### src/rtl/lib_voq_input_buffer.sv
// Per-input virtual output queue stage: M circular FIFOs feeding one allocator row.
// Optional LIB_VOQ_OCCUPANCY_EN adds o_occupancy (registered per-VOQ count).
module lib_voq_input_buffer #(
  parameter int unsigned M     = 4,
  parameter int unsigned DEPTH = 4,
  parameter int unsigned WIDTH = 32,
  localparam int unsigned DW   = (M > 1) ? $clog2(M) : 1,
  localparam int unsigned PW   = $clog2(DEPTH),
  localparam int unsigned CW   = PW + 1
) (
  input  logic             clk,
  input  logic             reset_n,
  input  logic [WIDTH-1:0] i_data,
  input  logic [DW-1:0]    i_dest,
  input  logic             i_valid,
  output logic             o_ready,
  output logic [0:M-1]     o_request,
  input  logic [0:M-1]     i_grant,
  output logic [WIDTH-1:0] o_data,
  output logic             o_valid,
  output logic [DW-1:0]    o_dest,
`ifdef LIB_VOQ_OCCUPANCY_EN
  output logic [0:M-1][CW-1:0] o_occupancy,
`endif
  output logic             o_grant_err
);

  logic [WIDTH-1:0] r_mem    [M][DEPTH];
  logic [PW-1:0]    r_wr_ptr [M];
  logic [PW-1:0]    r_rd_ptr [M];
  logic [CW-1:0]    r_count  [M];

  logic          w_dest_ok;
  logic [DW-1:0] w_wr_idx;
  logic          w_push;
  logic          w_gnt_any;
  logic          w_gnt_multi;
  logic [DW-1:0] w_gnt_idx;
  logic          w_pop;
  logic          w_err;
  logic [M-1:0]  w_inc;
  logic [M-1:0]  w_dec;

  // Ready depends only on i_dest and registered counts; the grant never feeds it.
  always_comb begin
    w_dest_ok = (32'(i_dest) < M);
    w_wr_idx  = w_dest_ok ? i_dest : '0;
    o_ready   = w_dest_ok && (r_count[w_wr_idx] != CW'(DEPTH));
    w_push    = i_valid && o_ready;
  end

  // Lowest set grant bit is served; any extra bit is a protocol error.
  always_comb begin
    w_gnt_any   = 1'b0;
    w_gnt_multi = 1'b0;
    w_gnt_idx   = '0;
    for (int unsigned j = 0; j < M; j++) begin
      if (i_grant[j]) begin
        if (w_gnt_any) begin
          w_gnt_multi = 1'b1;
        end else begin
          w_gnt_any = 1'b1;
          w_gnt_idx = DW'(j);
        end
      end
    end
    w_pop = w_gnt_any && (r_count[w_gnt_idx] != '0);
    w_err = w_gnt_multi || (w_gnt_any && !w_pop);
  end

  always_comb begin
    w_inc     = '0;
    w_dec     = '0;
    o_request = '0;
    for (int unsigned j = 0; j < M; j++) begin
      w_inc[j]     = w_push && (w_wr_idx == DW'(j));
      w_dec[j]     = w_pop && (w_gnt_idx == DW'(j));
      o_request[j] = (r_count[j] != '0);
    end
  end

`ifdef LIB_VOQ_OCCUPANCY_EN
  always_comb begin
    o_occupancy = '0;
    for (int unsigned j = 0; j < M; j++) begin
      o_occupancy[j] = r_count[j];
    end
  end
`endif

  always_ff @(posedge clk) begin
    if (w_push) begin
      r_mem[w_wr_idx][r_wr_ptr[w_wr_idx]] <= i_data;
    end
  end

  always_ff @(posedge clk) begin
    if (!reset_n) begin
      for (int unsigned j = 0; j < M; j++) begin
        r_wr_ptr[j] <= '0;
        r_rd_ptr[j] <= '0;
        r_count[j]  <= '0;
      end
      o_valid     <= 1'b0;
      o_data      <= '0;
      o_dest      <= '0;
      o_grant_err <= 1'b0;
    end else begin
      for (int unsigned j = 0; j < M; j++) begin
        if (w_inc[j]) begin
          r_wr_ptr[j] <= r_wr_ptr[j] + 1'b1;
        end
        if (w_dec[j]) begin
          r_rd_ptr[j] <= r_rd_ptr[j] + 1'b1;
        end
        if (w_inc[j] && !w_dec[j]) begin
          r_count[j] <= r_count[j] + 1'b1;
        end else if (!w_inc[j] && w_dec[j]) begin
          r_count[j] <= r_count[j] - 1'b1;
        end
      end
      o_valid     <= w_pop;
      o_grant_err <= w_err;
      if (w_pop) begin
        o_data <= r_mem[w_gnt_idx][r_rd_ptr[w_gnt_idx]];
        o_dest <= w_gnt_idx;
      end
    end
  end

endmodule

### config.mk
export PLATFORM = sky130hd
export DESIGN_NAME = lib_voq_input_buffer
export DESIGN_NICKNAME = d
export VERILOG_FILES = /design/src/rtl/lib_voq_input_buffer.sv
export SDC_FILE = /design/constraint.sdc
export NUM_CORES = 1
export LEC_CHECK = 0
export BUFFER_PORTS_ARGS = -buffer_cell sky130_fd_sc_hd__buf_4
export CAP_MARGIN = 20
export CORE_MARGIN = 3
export CORE_UTILIZATION = 41
export DETAILED_ROUTE_END_ITERATION = 12
export HOLD_SLACK_MARGIN = 0.1
export SLEW_MARGIN = 40
export SYNTH_ARGS = -nofsm -noshare
export SYNTH_HDL_FRONTEND = slang
export SYNTH_SLANG_ARGS = --single-unit
### constraint.sdc
create_clock -name clk -period 6.9 [get_ports clk]
set_input_delay 1.035 -clock clk [delete_from_list [all_inputs] [get_ports clk]]
set_output_delay 1.035 -clock clk [all_outputs]
set_load 0.02 [all_outputs]
==> flow_summary.yaml <==
floorplan:
  start_util: 0.419
  fp.dieH_um: 245
  die_width_um: 245
  core_area_um2: 55700
  rows: 86
  pin_count: 82
  die_area_um2: 59900
synth:
  netlist_area_um2: 23400
  synth.distinct_cells: 56
  synthTopCellsByArea: "edfxtp_1 69%, a221oi_1 4.4%, dfxtp_1 3.1%, mux2i_1 2.8%, nor2b_1 1.9%"
  yosys_warnings: 0
  syn_inst: 1567
  syn_nets: 1614
  synth_edf_count: 540
  synth_area_per_cell_um2: 14.9
  ys_ff_latch: 576
  yosysTopAreaCell: "edfxtp_1"
  async_flop_share: 0
  synth-seq-area-share: 0.725
  netlist.area_leader.share: 0.694
  yosys_most_used_dff: "edfxtp_1"
timing:
  slew_headroom: 0.436
  tns_ns: 0
  layout_min_cycle_time_ns: 4.00
  finalMaxSlewViolations: 0
  setup_violations: 0
  finalHoldViolations: 0
  fmax_mhz: 250
  fin_crit_sh: 0.580
  tightest_slew_ns: 0.846
  rsz0062_at_grt: "no"
  fin_worst_skew_ns: 0.0125
clock_network:
  cts.sinks: 576
  worstSkewPairLatency_ns: 0.62
  clk_path_buf_depth: 3
  numCtsBuffers: 59
  clockRootBuffer: "clkbuf_16"
  cts_setup_buffers: 0
  clk_pin_slew_worst_paths_ns: 0.06
  cts_tree: "built"
  htreeDepth: 2
  cts_resized: 0
  holdBufCountCts: 0
route:
  drt-pass1-iter-count: 5
  ant_nets: 0
  wire_per_inst_um: 24.8
  vias: 13984
  drc: 0
  drt-vias-per-instance: 5.77
  drt-total-wl_um: 60000
  drtIter0Drc: 1360
placed_design:
  place_hpwl_um: 29300
  place.gp.congestion: 0.762
  portBuffers: 81
  placed_area_um2: 24900
run:
  max_cap_violations: 0
setup_path:
  path_max_fanout: 72
  crit_required_ns: 7.40
  crit_slowest_cell: "buf_4"
  critical_path_class: "in2reg"
  worstPathCellList: "clkbuf_8, buf_16, buf_4, nor2_1, a21oi_1, o221ai_4, buf_4, or4_1, a32o_1"
  arrival_ns: 4.50
  cpPeakStageDelay_ns: 0.64
  crit_path_start_kind: "input pin"
  cp_common_cell: "buf_4"
  worstSetupEndpointType: "register"
global_route:
  grt_pass1_wl_um: 89700
  grt_pass1_vias: 13887
  antenna_found_initial: 2
  grt_max_degree: 130
  grt_use_total: 0.199
  overflow: 0
final_layout:
  area_growth_pct: 15.0
  final_nets: 1672
  fin_area_um2: 26900
  seq_area_um2: 16900
  layout-drive-gt1-share: 0.154
  multi_input_area_um2: 5780
  num-fill-cells: 4802
status:
  outcome: "complete, no violations"
worst_hold_path:
  hp-class: "reg2reg"
power:
  ir_drop_uv: 203
  power_per_cell_area_nw_per_um2: 295
  finalPower_mw: 7.93
  p_leak_nw: 8.96
==> stage by stage <==
step / setup WS (ns) / util / hold WS (ns) / instances
6_report: 2.90 / 0.482 / 0.492 / 2423
4_1_cts: 2.94 / 0.481 / 0.497 / 2420
3_5_place_dp: 2.29 / 0.446 / 0.483 / 2310
3_3_place_gp: 2.37 / 0.445 / 0.482 / 2307
2_1_floorplan: 1.13 / - / 0.518 / 1567
5_1_grt: 2.74 / 0.482 / 0.512 / 2423
==> report_power, final <==
group / internal [mW] / switching (mW)
clock network: 1.86 / 1.32
registers: 3.92 / 0.0617
logic: 0.274 / 0.494
total: 6.05 / 1.88
==> Yosys cell counts, types with 6 or more instances <==
library cell / instances
nor3b_1: 6
a2111oi_0: 32
buf_1: 7
a21oi_1: 74
nand2_1: 90
dfxtp_1: 36
buf_4: 9
nor2_1: 32
buf_2: 18
nor3_1: 80
a32o_1: 32
inv_1: 76
clkbuf_1: 83
a221oi_2: 10
or2_2: 6
edfxtp_1: 540
and3_1: 33
mux2i_1: 65
nand3_1: 6
o211ai_1: 35
or4_1: 32
nor2b_1: 71
a221oi_1: 118
xnor2_1: 13
o21ai_0: 6
or3_1: 6
==> layout by cell type (no fill, tap or decap), drive strengths merged, types with 4 or more instances in the layout <==
| master | synthesis | layout |
|---|---|---|
| edfxtp | 540 | 540 |
| a2111oi | 32 | 32 |
| or2 | 8 | 8 |
| or4 | 32 | 32 |
| a32o | 32 | 32 |
| clkbuf | 83 | 80 |
| nor2 | 33 | 33 |
| nor3 | 81 | 81 |
| nor2b | 73 | 73 |
| nand3 | 6 | 6 |
| clkinv | 0 | 21 |
| mux2i | 65 | 65 |
| or3 | 6 | 6 |
| o211ai | 36 | 36 |
| nand2 | 90 | 90 |
| a221oi | 128 | 128 |
| nor4 | 4 | 4 |
| nor3b | 7 | 7 |
| and3 | 33 | 33 |
| buf | 38 | 117 |
| dfxtp | 36 | 36 |
| nand2b | 5 | 5 |
| bufinv | 0 | 6 |
| inv | 76 | 77 |
| xnor2 | 13 | 13 |
| a21oi | 75 | 75 |
| o21ai | 7 | 7 |
==> area by class of cell <==
cell class | count | share of cell area
Antenna cell | 1 | 0.0000931
Clock buffer | 79 | 0.0600
Clock inverter | 31 | 0.0123
Inverter | 76 | 0.0107
Multi-Input combinational cell | 794 | 0.215
Sequential cell | 576 | 0.630
Tap cell | 748 | 0.0348
Timing Repair Buffer | 118 | 0.0372
==> registers in the layout, indices dropped and copies added (netlist names) <==
register / flops
r_wr_ptr: 8
o_data: 32
r_count: 12
o_grant_err: 1
r_rd_ptr: 8
r_mem: 512
o_dest: 2
o_valid: 1
==> metal layers <==
metal,wire [µm],GRT usage,up-vias
li1,-,-,6298
met1,26300,0.277,7157
met2,29100,0.328,443
met3,3470,0.0288,84
met4,1140,0.0547,2
met5,8,0,-
==> kinds of logic (layout without fill, tap and decap cells) <==
family	Yosys count	count (layout)	synth area share
other	0	1	0
and+or+nand+nor	382	382	0.0880
buffers and inverters	197	304	0.0353
muxes	67	67	0.0298
AOI/OAI and AO/OA	323	323	0.112
adders and majority gates	6	6	0.00418
DFF	576	576	0.725
xor gates and xnor gates	16	16	0.00600
==> critical path: cells and delay by family <==
kind | cells | cell delay, ns
simple gates | 2 | 0.68
buf+inv | 4 | 1.74
compound gates | 3 | 0.92
==> final timing paths <==
check	startpoint	to	cells past startpoint	slack, ns
setup reg to reg	r_count[3][0]$_DFFE_PP_	r_count[2][2]$_SDFFCE_PN0P_	10	3.72
hold reg to reg	o_data[3]$_SDFFE_PN0P_	o_data[3]$_SDFFE_PN0P_	1	0.49
setup / recovery	i_grant[1]	o_data[24]$_SDFFE_PN0P_	9	2.90
hold / removal	o_data[3]$_SDFFE_PN0P_	o_data[3]$_SDFFE_PN0P_	1	0.49
No activity file was read; power rests on OpenSTA's default activity.
